$ cat config.mk
export PLATFORM = sky130hd
export DESIGN_NAME = pwm_multichan
export DESIGN_NICKNAME = d
export VERILOG_FILES = /design/src/rtl/pwm_multichan.sv
export SDC_FILE = /design/constraint.sdc
export NUM_CORES = 1
export LEC_CHECK = 0
export CAP_MARGIN = 40
export CORE_UTILIZATION = 55
export DETAILED_ROUTE_END_ITERATION = 7
export PLACE_DENSITY = 0.74
export SYNTH_ARGS = -nofsm -noshare
export SYNTH_HDL_FRONTEND = slang
export SYNTH_SLANG_ARGS = --single-unit
$ cat constraint.sdc
create_clock -name clk -period 5.97 [get_ports clk]
set_input_delay 1.194 -clock clk [delete_from_list [all_inputs] [get_ports clk]]
set_output_delay 1.194 -clock clk [all_outputs]
set_load 0.005 [all_outputs]
$ cat src/rtl/pwm_multichan.sv
// -----------------------------------------------------------------------------
// pwm_multichan
//
// Register-mapped multi-channel PWM core. A byte-wide register port programs a
// shared prescaler and period, plus per-channel duty, enable and polarity.
// Period and duty writes land in shadow registers. The active copies reload
// from the shadows at a period boundary, unless LOCK is set. While EN=0 the
// active copies follow the shadows on every cycle.
//
// Optional feature macro: PWM_CENTER_ALIGN_EN
//   When defined, CTRL.b1 (CENTER) is stored and selects up/down counting.
//   When undefined, CTRL.b1 reads 0 and the up/down logic is absent.
//
// Register map:
//   0x00 CTRL   b0 EN, b1 CENTER, b2 LOCK
//   0x01 PRESC
//   0x02 PERIOD_L
//   0x03 PERIOD_H
//   0x04 CHEN
//   0x05 POL
//   0x10+2n DUTY_L(n), 0x11+2n DUTY_H(n)
//
// Ports:
//   clk         core clock
//   rst         asynchronous, active-high reset
//   regWe       register write strobe, one cycle per byte
//   regAddr     register address, used for both write and read
//   regWdata    write data
//   regRdata    registered readback of the previous cycle's regAddr
//   pwm         registered PWM outputs, one bit per channel
//   periodTick  one-cycle pulse, aligned with each active-register reload
// -----------------------------------------------------------------------------
module pwm_multichan #(
  parameter int NUM_CH  = 4,
  parameter int CNT_W   = 8,
  parameter int PRESC_W = 8
) (
  input  logic              clk,
  input  logic              rst,
  input  logic              regWe,
  input  logic [7:0]        regAddr,
  input  logic [7:0]        regWdata,
  output logic [7:0]        regRdata,
  output logic [NUM_CH-1:0] pwm,
  output logic              periodTick
);

  localparam logic [7:0] ADDR_CTRL  = 8'h00;
  localparam logic [7:0] ADDR_PRESC = 8'h01;
  localparam logic [7:0] ADDR_PER_L = 8'h02;
  localparam logic [7:0] ADDR_PER_H = 8'h03;
  localparam logic [7:0] ADDR_CHEN  = 8'h04;
  localparam logic [7:0] ADDR_POL   = 8'h05;

  logic                en_q, en_d;
  logic                lock_q, lock_d;
`ifdef PWM_CENTER_ALIGN_EN
  logic                center_q, center_d;
  logic                dir_q, dir_d;      // 0 = counting up, 1 = counting down
`endif
  logic [PRESC_W-1:0]  presc_q, presc_d;
  logic [PRESC_W-1:0]  pcnt_q, pcnt_d;
  logic [CNT_W-1:0]    period_sh_q, period_sh_d;
  logic [CNT_W-1:0]    period_act_q, period_act_d;
  logic [CNT_W-1:0]    cnt_q, cnt_d;
  logic [NUM_CH-1:0]   chen_q, chen_d;
  logic [NUM_CH-1:0]   pol_q, pol_d;
  logic [NUM_CH-1:0]   pwm_q, pwm_d;
  logic [CNT_W-1:0]    duty_sh_q [NUM_CH];
  logic [CNT_W-1:0]    duty_sh_d [NUM_CH];
  logic [CNT_W-1:0]    duty_act_q [NUM_CH];
  logic [CNT_W-1:0]    duty_act_d [NUM_CH];
  logic                period_tick_q, period_tick_d;
  logic [7:0]          rdata_q, rdata_d;
  logic                tick;
  logic                boundary;

  // Counter-width values are handled as a 16-bit image, so that the two byte
  // lanes can be addressed uniformly. Bits above CNT_W are dropped on write
  // and read back as zero.
  function automatic logic [15:0] cnt_ext16(input logic [CNT_W-1:0] v);
    logic [15:0] r;
    r = '0;
    r[CNT_W-1:0] = v;
    return r;
  endfunction

  function automatic logic [CNT_W-1:0] put_byte(input logic [CNT_W-1:0] cur,
                                                input logic hi,
                                                input logic [7:0] b);
    logic [15:0] r;
    r = cnt_ext16(cur);
    if (hi) r[15:8] = b;
    else    r[7:0]  = b;
    return r[CNT_W-1:0];
  endfunction

  function automatic logic [7:0] get_byte(input logic [CNT_W-1:0] v, input logic hi);
    logic [15:0] r;
    r = cnt_ext16(v);
    return hi ? r[15:8] : r[7:0];
  endfunction

  function automatic logic [7:0] ch_byte(input logic [NUM_CH-1:0] v);
    logic [7:0] r;
    r = '0;
    r[NUM_CH-1:0] = v;
    return r;
  endfunction

  function automatic logic [7:0] presc_byte(input logic [PRESC_W-1:0] v);
    logic [7:0] r;
    r = '0;
    r[PRESC_W-1:0] = v;
    return r;
  endfunction

  function automatic logic [7:0] duty_addr(input int n, input logic hi);
    logic [7:0] a;
    a = 8'h10 + 8'(2 * n) + {7'b0, hi};
    return a;
  endfunction

  always_comb begin
    // Register writes
    en_d        = en_q;
    lock_d      = lock_q;
`ifdef PWM_CENTER_ALIGN_EN
    center_d    = center_q;
`endif
    presc_d     = presc_q;
    period_sh_d = period_sh_q;
    chen_d      = chen_q;
    pol_d       = pol_q;
    duty_sh_d   = duty_sh_q;
    if (regWe) begin
      case (regAddr)
        ADDR_CTRL: begin
          en_d   = regWdata[0];
          lock_d = regWdata[2];
`ifdef PWM_CENTER_ALIGN_EN
          center_d = regWdata[1];
`endif
        end
        ADDR_PRESC: presc_d     = regWdata[PRESC_W-1:0];
        ADDR_PER_L: period_sh_d = put_byte(period_sh_q, 1'b0, regWdata);
        ADDR_PER_H: period_sh_d = put_byte(period_sh_q, 1'b1, regWdata);
        ADDR_CHEN:  chen_d      = regWdata[NUM_CH-1:0];
        ADDR_POL:   pol_d       = regWdata[NUM_CH-1:0];
        default: ;
      endcase
      for (int n = 0; n < NUM_CH; n++) begin
        if (regAddr == duty_addr(n, 1'b0)) duty_sh_d[n] = put_byte(duty_sh_q[n], 1'b0, regWdata);
        if (regAddr == duty_addr(n, 1'b1)) duty_sh_d[n] = put_byte(duty_sh_q[n], 1'b1, regWdata);
      end
    end

    // Prescaler and period counter; both sit at zero while disabled
    tick     = 1'b0;
    boundary = 1'b0;
    pcnt_d   = '0;
    cnt_d    = '0;
`ifdef PWM_CENTER_ALIGN_EN
    dir_d    = 1'b0;
`endif
    if (en_q) begin
      pcnt_d = pcnt_q + 1'b1;
      cnt_d  = cnt_q;
`ifdef PWM_CENTER_ALIGN_EN
      dir_d  = dir_q;
`endif
      if (pcnt_q == presc_q) begin
        tick   = 1'b1;
        pcnt_d = '0;
      end
      if (tick) begin
`ifdef PWM_CENTER_ALIGN_EN
        // Centre mode turns around at PERIOD and closes the period at zero on
        // the way down. The next period starts at 1, so the zero is not
        // repeated. PERIOD=0 falls through to the edge-mode rule.
        if (center_q && (period_act_q != '0)) begin
          if (!dir_q) begin
            if (cnt_q >= period_act_q) begin
              dir_d = 1'b1;
              cnt_d = cnt_q - 1'b1;
            end else begin
              cnt_d = cnt_q + 1'b1;
            end
          end else if (cnt_q == '0) begin
            boundary = 1'b1;
            dir_d    = 1'b0;
            cnt_d    = cnt_q + 1'b1;
          end else begin
            cnt_d = cnt_q - 1'b1;
          end
        end else begin
          dir_d = 1'b0;
          if (cnt_q >= period_act_q) begin
            boundary = 1'b1;
            cnt_d    = '0;
          end else begin
            cnt_d = cnt_q + 1'b1;
          end
        end
`else
        if (cnt_q >= period_act_q) begin
          boundary = 1'b1;
          cnt_d    = '0;
        end else begin
          cnt_d = cnt_q + 1'b1;
        end
`endif
      end
    end

    // Active registers reload from the pre-write shadow values, so a write in
    // the same cycle as a boundary takes effect at the following boundary.
    period_act_d = period_act_q;
    duty_act_d   = duty_act_q;
    if (!en_q || (boundary && !lock_q)) begin
      period_act_d = period_sh_q;
      duty_act_d   = duty_sh_q;
    end
    period_tick_d = boundary;

    // Outputs are idle at the polarity level while a channel is inactive
    for (int n = 0; n < NUM_CH; n++) begin
      pwm_d[n] = (en_q & chen_q[n] & (cnt_q < duty_act_q[n])) ^ pol_q[n];
    end

    // Readback reflects the stored bits only
    rdata_d = 8'h00;
    case (regAddr)
      ADDR_CTRL: begin
        rdata_d[0] = en_q;
        rdata_d[2] = lock_q;
`ifdef PWM_CENTER_ALIGN_EN
        rdata_d[1] = center_q;
`endif
      end
      ADDR_PRESC: rdata_d = presc_byte(presc_q);
      ADDR_PER_L: rdata_d = get_byte(period_sh_q, 1'b0);
      ADDR_PER_H: rdata_d = get_byte(period_sh_q, 1'b1);
      ADDR_CHEN:  rdata_d = ch_byte(chen_q);
      ADDR_POL:   rdata_d = ch_byte(pol_q);
      default: ;
    endcase
    for (int n = 0; n < NUM_CH; n++) begin
      if (regAddr == duty_addr(n, 1'b0)) rdata_d = get_byte(duty_sh_q[n], 1'b0);
      if (regAddr == duty_addr(n, 1'b1)) rdata_d = get_byte(duty_sh_q[n], 1'b1);
    end
  end

  always_ff @(posedge clk or posedge rst) begin
    if (rst) begin
      en_q          <= 1'b0;
      lock_q        <= 1'b0;
`ifdef PWM_CENTER_ALIGN_EN
      center_q      <= 1'b0;
      dir_q         <= 1'b0;
`endif
      presc_q       <= '0;
      pcnt_q        <= '0;
      period_sh_q   <= '0;
      period_act_q  <= '0;
      cnt_q         <= '0;
      chen_q        <= '0;
      pol_q         <= '0;
      pwm_q         <= '0;
      period_tick_q <= 1'b0;
      rdata_q       <= 8'h00;
      for (int n = 0; n < NUM_CH; n++) begin
        duty_sh_q[n]  <= '0;
        duty_act_q[n] <= '0;
      end
    end else begin
      en_q          <= en_d;
      lock_q        <= lock_d;
`ifdef PWM_CENTER_ALIGN_EN
      center_q      <= center_d;
      dir_q         <= dir_d;
`endif
      presc_q       <= presc_d;
      pcnt_q        <= pcnt_d;
      period_sh_q   <= period_sh_d;
      period_act_q  <= period_act_d;
      cnt_q         <= cnt_d;
      chen_q        <= chen_d;
      pol_q         <= pol_d;
      pwm_q         <= pwm_d;
      period_tick_q <= period_tick_d;
      rdata_q       <= rdata_d;
      for (int n = 0; n < NUM_CH; n++) begin
        duty_sh_q[n]  <= duty_sh_d[n];
        duty_act_q[n] <= duty_act_d[n];
      end
    end
  end

  assign regRdata   = rdata_q;
  assign pwm        = pwm_q;
  assign periodTick = period_tick_q;

endmodule
==> results of run 1 <==
[routing by layer]
| layer | up-vias | GRT usage | wire length, µm | part of all wire |
|---|---|---|---|---|
| met3 | 25 | 0.0798 | 1240 | 0.075 |
| met5 | - | 0 | 0 | 0 |
| li1 | 2136 | - | - | - |
| met4 | 0 | 0.111 | 410 | 0.025 |
| met1 | 2345 | 0.381 | 7270 | 0.44 |
| met2 | 179 | 0.444 | 7650 | 0.46 |
[final timing paths]
path                            slack, ps                          to  cells past startpoint                        from
min in group asynchronous            1090       regRdata[3]$_DFF_PP0_                      2                         rst
worst max-delay path                 2740   duty_sh_q[30]$_DFFE_PP0P_                      5                  regAddr[2]
worst min-delay path                  510  duty_act_q[15]$_DFFE_PP0P_                      1  duty_act_q[15]$_DFFE_PP0P_
worst max register to register       2820   duty_act_q[6]$_DFFE_PP0P_                      7        cnt_q[7]$_DFFE_PP0P_
max in group asynchronous            4050  duty_act_q[26]$_DFFE_PP0P_                      3                         rst
worst min register to register        510  duty_act_q[15]$_DFFE_PP0P_                      1  duty_act_q[15]$_DFFE_PP0P_
[synth_stat cells, drive strengths merged (10+ instances only)]
cell / n
nand3: 20
mux2: 98
nand4: 10
dfrtp: 127
nor3: 14
buf: 10
nor2: 20
ha: 38
nand2: 32
mux2i: 18
o22ai: 10
inv: 40
[area by class of cell]
cell class,instances,area share
clock buffers,26,0.0643
repair buffers,38,0.0534
multi-input cells,380,0.414
clock inverters,6,0.00756
flip-flops and latches,127,0.418
well taps,143,0.0235
inverters,40,0.0201
[power groups by stage]
stage,clock (W),sequential (W),combinational (W)
after detailed placement,0,0.000941,0.000193
after CTS,0.000975,0.000926,0.000194
after global routing,0.00101,0.000930,0.000213
after global placement,0,0.000939,0.000182
after floorplan,0,0.000929,0.000128
final,0.000961,0.000927,0.000195
[state kept, by name, summed over array words and instances (netlist names)]
| register | count |
|---|---|
| chen_q | 4 |
| duty_sh_q | 32 |
| periodTick | 1 |
| presc_q | 8 |
| pol_q | 4 |
| cnt_q | 8 |
| regRdata | 8 |
| pcnt_q | 8 |
| period_sh_q | 8 |
| lock_q | 1 |
| pwm | 4 |
| duty_act_q | 32 |
| period_act_q | 8 |
| en_q | 1 |
[cell families after synthesis]
| family | synth area share |
|---|---|
| AOI/OAI and AO/OA | 0.0812 |
| and+or+nand+nor | 0.108 |
| muxes | 0.199 |
| buffers and inverters | 0.0344 |
| xor gates and xnor gates | 0.0187 |
| adders and majority gates | 0.0726 |
| DFF | 0.485 |
[through the flow]
step / area [µm²] / utilization / power, W
global route: 7610 / 0.661 / 0.00216
finish: 7610 / 0.661 / 0.00208
global placement: 7000 / 0.608 / 0.00112
floorplan: 6550 / - / 0.00106
detailed placement: 7060 / 0.613 / 0.00113
CTS: 7610 / 0.661 / 0.00210
==> results.py, run 1 <==
metrics = {
    "layout": {
        "drive_gt1_frac": 0.224,
        "final_cell_mix": "127 x dfrtp_1, 98 x mux2_2, 39 x inv_1, 38 x ha_1, 32 x nand2_1",
        "multi_input_area_mm2": 0.00315,
        "regArea_mm2": 0.00318,
        "final_cells": 760,
        "diodes": 0,
        "syn_to_final_growth_pct": 16.2,
        "fill_cells": 877,
        "nets": 661,
        "final_common_cell": "dfrtp_1",
    },
    "cts": {
        "post_cts_resized": 0,
        "cts_made_buffers": 17,
        "holdBufCountCts": 0,
        "clk_path_buf_depth": 2,
        "clk_pin_slew_worst_paths_ps": 50,
        "clock-root-buffer": "clkbuf_16",
        "clock_latency_ps": 420,
        "cts_setup_buffers": 0,
        "htree_num_levels": 4,
        "clock-sinks": 127,
        "cts_tree": "done",
    },
    "worst_setup_path": {
        "path_class": "primary input to register",
        "cp-end-kind": "register",
        "cp.required_ps": 6270,
        "crit_slowest_cell": "clkdlybuf4s50_1",
        "path_cells": "clkdlybuf4s50_1, or2_2, nor3_1, nand3_1, mux2_2",
        "cp.buffers_inverters": 1,
        "arrival_ps": 3530,
        "cpLargestDelayFamily": "simple AND/OR/NAND/NOR gates",
        "cpPeakStageDelay_ps": 630,
        "path_max_fanout": 10,
        "startpoint_type": "primary input",
    },
    "detailed_routing": {
        "drcViolationCount": 9,
        "wl_per_cell_um": 21.8,
        "firstDrtPassIters": 7,
        "via_per_inst": 6.16,
        "ant_nets": 0,
        "first_iter_violations": 491,
        "vias": 4685,
        "drt-total-wl_um": 16600,
    },
    "timing": {
        "hold_viol": 0,
        "worstMarginPinSlew_ps": 678,
        "worst_slack_ps": 2740,
        "rsz0062_at_grt": "no",
        "finalCriticalPeriod_ps": 3230,
        "setup_tns_ps": 0,
        "fin_crit_sh": 0.542,
        "max_freq_mhz": 309,
        "slew_headroom": 0.546,
        "whs_ps": 505,
        "drv_slew": 0,
        "finalClockSkew_ps": 7.96,
        "setup_violations": 0,
    },
    "grt": {
        "grt_pass1_vias": 4663,
        "grt_max_degree": 68,
        "grt_overflow": 0,
        "grt_first_pass_wirelength_um": 25900,
        "track_usage": 0.286,
        "antenna_found_initial": 0,
    },
    "placed_design": {
        "place.gp.congestion": 0.957,
        "portBuffers": 31,
        "dp_cells": 728,
        "dpl.hpwl_um": 11400,
        "place_worst_setup_slack_ps": 2390,
    },
    "flow_run": {
        "drv_cap": 0,
    },
    "power_and_ir_drop": {
        "p_leak_nw": 3.61,
        "clkPwrFrac": 0.461,
        "ir_drop_mv": 0.303,
        "combPwrFrac": 0.094,
        "p_sw_frac": 0.241,
        "p_per_area_mw_per_mm2": 274,
        "switchingPower_w": 0.000502,
        "power_frac_seq": 0.445,
        "p_int_w": 0.00158,
    },
    "logic_synthesis": {
        "synth-main-ff-cell": "dfrtp_1",
        "synth_edf_count": 0,
        "netlist_area_mm2": 0.00655,
        "yosys_warnings": 0,
        "yosysUniqueCellTypes": 44,
        "synthCells": 565,
        "synth_area_leader_cell": "dfrtp_1",
        "ys_top_cells_by_area": "dfrtp_1 49%, mux2_2 17%, ha_1 7.3%",
        "synth_top_area_frac": 0.485,
        "synth_area_per_cell_um2": 11.6,
        "synthesis.nets": 622,
        "seq_area_frac_synth": 0.485,
        "ys_seq_elements": 127,
        "async_reset_ff_frac": 1.00,
    },
    "floorplanning": {
        "ioPinCount": 32,
        "start_util": 0.569,
        "fp.coreArea_mm2": 0.0115,
        "die-area_mm2": 0.0123,
        "die_w_um": 111,
        "dieHeight_um": 111,
        "rows": 39,
    },
    "hold_path": {
        "worstHoldPathType": "register to register",
    },
    "outcome": {
        "status": "finished with violations",
        "violations": "DRC",
    },
}
(Power assumes the default switching activity.)
==> run 2, diff against run 1 <==
==> constraint.sdc (replaced) <==
create_clock -name clk -period 3.19 [get_ports clk]
set_input_delay 0.638 -clock clk [delete_from_list [all_inputs] [get_ports clk]]
set_output_delay 0.638 -clock clk [all_outputs]
set_load 0.005 [all_outputs]
==> run 2 against run 1 <==
Against the previous run:
- the run still ends with DRC left
- sequential power is 88% higher
- largest power group unchanged
- critical path depth rose by 3
- sequential cell count did not move
- worst setup slack got worse by 2100 ps
- utilization rose by 0.91 points
- sequential share of layout area decreased by 0.57 points
- die area unchanged
- first-iteration DRC count fell by 14%
- clock power up 110%
==> results.py, run 2 (synthesized netlist as in run 1, its figures left out) <==
metrics = {
    "grt": {
        "track_usage": 0.277,
        "grt_pass1_vias": 4864,
        "grt_first_pass_wirelength_um": 25600,
        "grt_max_degree": 128,
        "antenna_found_initial": 0,
        "grt_overflow": 0,
    },
    "timing": {
        "finalCriticalPeriod_ps": 2560,
        "finalClockSkew_ps": 5.18,
        "setup_violations": 0,
        "worstMarginPinSlew_ps": 937,
        "setup_tns_ps": 0,
        "slew_headroom": 0.376,
        "rsz0062_at_grt": "no",
        "fin_crit_sh": 0.803,
        "max_freq_mhz": 390,
        "drv_slew": 0,
        "hold_viol": 0,
    },
    "power_and_ir_drop": {
        "switchingPower_w": 0.000963,
        "power_frac_seq": 0.425,
        "p_leak_nw": 3.66,
        "clkPwrFrac": 0.485,
        "p_sw_frac": 0.236,
        "p_per_area_mw_per_mm2": 530,
        "ir_drop_mv": 0.348,
        "combPwrFrac": 0.090,
        "p_int_w": 0.00312,
    },
    "cts": {
        "htree_num_levels": 4,
        "clk_path_buf_depth": 2,
        "clock-root-buffer": "clkbuf_16",
        "cts_tree": "done",
        "cts_made_buffers": 17,
        "clk_pin_slew_worst_paths_ps": 50,
        "clock_latency_ps": 420,
        "cts_setup_buffers": 0,
        "clock-sinks": 127,
        "holdBufCountCts": 0,
        "post_cts_resized": 0,
    },
    "worst_setup_path": {
        "cp-end-kind": "register",
        "arrival_ps": 2860,
        "path_class": "register to register",
        "reg2reg_slack_ps": 630,
        "startpoint_type": "register",
        "cp.required_ps": 3490,
        "path_max_fanout": 32,
    },
    "layout": {
        "final_common_cell": "dfrtp_1",
        "diodes": 0,
        "multi_input_area_mm2": 0.00315,
        "drive_gt1_frac": 0.238,
        "final_cell_mix": "127 x dfrtp_1, 98 x mux2_2, 39 x inv_1, 38 x ha_1, 32 x nand2_1",
        "nets": 669,
        "stdcell_area_mm2": 0.00771,
        "largestRegisters": "duty_act_q (32), duty_sh_q (32)",
        "fill_cells": 836,
        "regArea_mm2": 0.00318,
        "syn_to_final_growth_pct": 17.8,
    },
    "floorplanning": {
        "start_util": 0.569,
        "rows": 39,
        "dieHeight_um": 111,
        "die-area_mm2": 0.0123,
        "fp.coreArea_mm2": 0.0115,
        "ioPinCount": 32,
        "die_w_um": 111,
    },
    "placed_design": {
        "dpl_cell_area_mm2": 0.00711,
        "portBuffers": 31,
        "place.gp.congestion": 0.965,
        "dpl.hpwl_um": 11000,
    },
    "detailed_routing": {
        "firstDrtPassIters": 7,
        "via_per_inst": 6.12,
        "wl_per_cell_um": 20.6,
        "first_iter_violations": 420,
        "vias": 4698,
        "ant_nets": 0,
        "drcViolationCount": 8,
        "drt-total-wl_um": 15800,
    },
    "outcome": {
        "status": "finished with violations",
        "violations": "DRC",
    },
    "flow_run": {
        "drv_cap": 0,
    },
    "hold_path": {
        "worstHoldPathType": "register to register",
    },
}
-- run 2: cell count changes in the layout (fill, tap and decap cells not counted), moves of 2 or more --
cell / before / now
buf_4: 4 / 13
clkbuf_1: 6 / 3
clkinvlp_4: 1 / 4
buf_12: 0 / 2
buf_16: 2 / 0
bufinv_16: 1 / 3
clkinv_2: 4 / 2
-- run 2: area by class of cell --
| type | count | share of cell area |
|---|---|---|
| clock buffer | 23 | 0.0620 |
| clock inverter | 9 | 0.0170 |
| inverter | 40 | 0.0199 |
| multi-input combinational | 380 | 0.408 |
| sequential | 127 | 0.412 |
| tap | 143 | 0.0232 |
| timing repair buffer | 46 | 0.0581 |
-- run 2: metrics by stage --
stage | std cells | util | power [W] | hold slack, ps | worst slack (ps)
2_1_floorplan | 565 | - | 0.00198 | 479 | 936
3_3_place_gp | 736 | 0.617 | 0.00211 | 489 | 399
3_5_place_dp | 736 | 0.617 | 0.00213 | 494 | 339
4_1_cts | 768 | 0.670 | 0.00411 | 507 | 626
5_1_grt | 768 | 0.670 | 0.00424 | 516 | 490
6_report | 768 | 0.670 | 0.00409 | 503 | 629
-- run 2: power by group through the flow --
stage               logic, W  clock network, W  registers (W)
finish              0.000368           0.00198        0.00174
global placement    0.000354                 0        0.00176
CTS                 0.000367           0.00201        0.00173
global route        0.000403           0.00209        0.00174
detailed placement  0.000365                 0        0.00176
floorplan           0.000239                 0        0.00174
-- run 2: worst paths after layout --
check / startpoint / endpoint / depth (start not counted)
worst max register to register: cnt_q[0]$_DFFE_PP0P_ / duty_act_q[8]$_DFFE_PP0P_ / 8
worst min register to register: duty_act_q[29]$_DFFE_PP0P_ / duty_act_q[29]$_DFFE_PP0P_ / 1
min in group asynchronous: rst / cnt_q[4]$_DFFE_PP0P_ / 3
max in group asynchronous: rst / duty_act_q[5]$_DFFE_PP0P_ / 3
worst max-delay path: cnt_q[0]$_DFFE_PP0P_ / duty_act_q[8]$_DFFE_PP0P_ / 8
worst min-delay path: duty_act_q[29]$_DFFE_PP0P_ / duty_act_q[29]$_DFFE_PP0P_ / 1
-- run 2: worst max-delay path, stage by stage, from the launching register on --
cell      delay [ps]
dfrtp_1          500
inv_1            100
ha_1             270
nand2b_1         150
a211oi_1         230
o21a_1           200
o41a_2           330
buf_12           260
mux2_2           370
-- run 2: layer usage --
metal | up-vias | track usage | share of wire
met3 | 37 | 0.0804 | 0.053
met4 | 0 | 0.138 | 0.039
li1 | 2145 | - | -
met1 | 2372 | 0.360 | 0.44
met2 | 144 | 0.426 | 0.47
met5 | - | 0 | 0
==> run 3, diff against run 2 <==
--- a/config.mk
+++ b/config.mk
@@ -8,7 +8,7 @@
 export CAP_MARGIN = 40
 export CORE_UTILIZATION = 55
 export DETAILED_ROUTE_END_ITERATION = 7
-export PLACE_DENSITY = 0.74
+export PLACE_DENSITY = 0.77
 export SYNTH_ARGS = -nofsm -noshare
 export SYNTH_HDL_FRONTEND = slang
 export SYNTH_SLANG_ARGS = --single-unit
==> constraint.sdc (replaced) <==
create_clock -name clk -period 2.3 [get_ports clk]
set_input_delay 0.46 -clock clk [delete_from_list [all_inputs] [get_ports clk]]
set_output_delay 0.46 -clock clk [all_outputs]
set_load 0.005 [all_outputs]
==> run 3 against run 2 <==
Against the previous run:
- the flow still finishes with violations (DRC)
- clock-buffer cell count is the same
- die area is the same
- sequential cell count is the same
- wire length grew 0.59%
==> results.py, run 3 (synthesized netlist as in run 1, its figures left out) <==
metrics = {
    "hold_path": {
        "min-delay-start": "duty_act_q[17]$_DFFE_PP0P_",
        "holdPathEnd": "duty_act_q[17]$_DFFE_PP0P_",
        "hold_path_depth": 1,
        "worstHoldPathType": "register to register",
    },
    "timing": {
        "slew_headroom": 0.559,
        "max_freq_mhz": 448,
        "drv_slew": 0,
        "worstMarginPinSlew_ps": 662,
        "finalClockSkew_ps": 8.96,
        "worst_slack_ps": 68.7,
        "setup_violations": 0,
        "hold_viol": 0,
        "fin_crit_sh": 0.970,
        "finalCriticalPeriod_ps": 2230,
    },
    "worst_setup_path": {
        "r2r_cells": 8,
        "arrival_ps": 2530,
        "startpoint_type": "register",
        "reg2reg_slack_ps": 70,
        "crit_start": "cnt_q[0]$_DFFE_PP0P_",
        "cp-end-kind": "register",
        "rr_startpoint": "cnt_q[0]$_DFFE_PP0P_",
        "path_class": "register to register",
        "path_max_fanout": 16,
        "cp.required_ps": 2600,
        "r2r_end": "period_act_q[2]$_DFFE_PP0P_",
    },
    "power_and_ir_drop": {
        "p_per_area_mw_per_mm2": 734,
        "power_w": 0.00585,
        "ir_drop_mv": 0.597,
        "p_leak_nw": 3.80,
    },
    "layout": {
        "diodes": 0,
        "nets": 690,
        "fill_cells": 824,
        "final_common_cell": "dfrtp_1",
        "final_cell_mix": "127 x dfrtp_1, 98 x mux2_2, 39 x inv_1, 38 x ha_1, 32 x nand2_1",
        "syn_to_final_growth_pct": 21.8,
        "largestRegisters": "duty_act_q (32), duty_sh_q (32)",
        "drive_gt1_frac": 0.266,
    },
    "cts": {
        "cts_made_buffers": 17,
        "htree_num_levels": 4,
        "clk_pin_slew_worst_paths_ps": 50,
        "clk_path_buf_depth": 2,
        "cts_setup_buffers": 0,
        "clock-root-buffer": "clkbuf_16",
        "clock-sinks": 127,
        "cts_tree": "done",
        "clock_latency_ps": 420,
    },
    "grt": {
        "antenna_found_initial": 0,
        "grt_overflow": 0,
        "grt_max_degree": 128,
        "grt_first_pass_wirelength_um": 26100,
        "grt_pass1_vias": 5000,
        "track_usage": 0.275,
    },
    "detailed_routing": {
        "drcViolationCount": 5,
        "wl_per_cell_um": 20.2,
        "first_iter_violations": 486,
        "firstDrtPassIters": 7,
        "drt-total-wl_um": 15900,
        "vias": 4829,
        "ant_nets": 0,
        "via_per_inst": 6.12,
    },
    "floorplanning": {
        "ioPinCount": 32,
        "die-area_mm2": 0.0123,
        "fp.coreArea_mm2": 0.0115,
        "die_w_um": 111,
        "start_util": 0.569,
        "rows": 39,
        "dieHeight_um": 111,
    },
    "placed_design": {
        "portBuffers": 31,
        "place_worst_setup_slack_ps": -14.0,
        "dpl.hpwl_um": 11000,
        "place.gp.congestion": 0.873,
    },
    "outcome": {
        "violations": "DRC",
        "status": "finished with violations",
    },
    "flow_run": {
        "drv_cap": 0,
    },
}
==> run 3: cell types whose count changed in the layout (fill, tap and decap cells not counted), sizes merged <==
cell and change:
buf +20, clkinvlp -1, bufinv +1, clkbuf +1
==> run 3: worst max-delay path by stage <==
stage | endpoint | slack, ps | cells past startpoint
2_1_floorplan | duty_act_q[0]$_DFFE_PP0P_ | 50 | 8
3_3_place_gp | duty_sh_q[7]$_DFFE_PP0P_ | 20 | 5
3_5_place_dp | duty_sh_q[4]$_DFFE_PP0P_ | -10 | 5
4_1_cts | duty_act_q[13]$_DFFE_PP0P_ | 50 | 8
5_1_grt | period_act_q[2]$_DFFE_PP0P_ | -20 | 8
6_report | period_act_q[2]$_DFFE_PP0P_ | 70 | 8
==> run 3: cell type report <==
cell class | count | area, µm² | share of cell area
clock inverters | 9 | 154 | 0.0193
repair buffers | 67 | 661 | 0.0828
flip-flops and latches | 127 | 3180 | 0.399
multi-input cells | 380 | 3160 | 0.396
clock buffers | 23 | 488 | 0.0612
well taps | 143 | 179 | 0.0224
inverters | 40 | 154 | 0.0193
==> run 3: worst max-delay path, stage by stage (launching register included) <==
cell      delay, ps
dfrtp_1         380
inv_1           100
ha_1            240
nand2b_1        180
a211oi_2        280
o21a_1          200
o41a_4          210
buf_12          170
mux2_2          350
==> run 3: timing repair <==
action / CTS / global route
gates resized for setup: 0 / 2
hold buffers: 0 / 0
setup endpoints to repair: 0 / 32
hold endpoints to repair: 0 / 0
==> run 3: through the flow <==
stage                     utilization  cell area [µm²]  setup TNS (ps)  std cells  hold WS, ps
after floorplan                     -             6550               0        565          479
after global placement          0.633             7290               0        756          489
after detailed placement        0.633             7290           -50.6        756          494
after CTS                       0.689             7940               0        788          507
after global routing            0.692             7970           -89.3        789          522
final                           0.692             7970               0        789          504
==> run 3: report_power, final <==
group	switching [W]	internal, W	total, W
Sequential	0.0000721	0.00233	0.00240
Clock	0.000972	0.00193	0.00290
Combinational	0.000307	0.000242	0.000549
==> run 3: layer usage <==
metal | vias up | GRT usage | share of wire
li1 | 2198 | - | -
met1 | 2447 | 0.371 | 0.44
met2 | 157 | 0.439 | 0.49
met3 | 27 | 0.0563 | 0.050
met4 | 0 | 0.105 | 0.021
met5 | - | 0 | 0
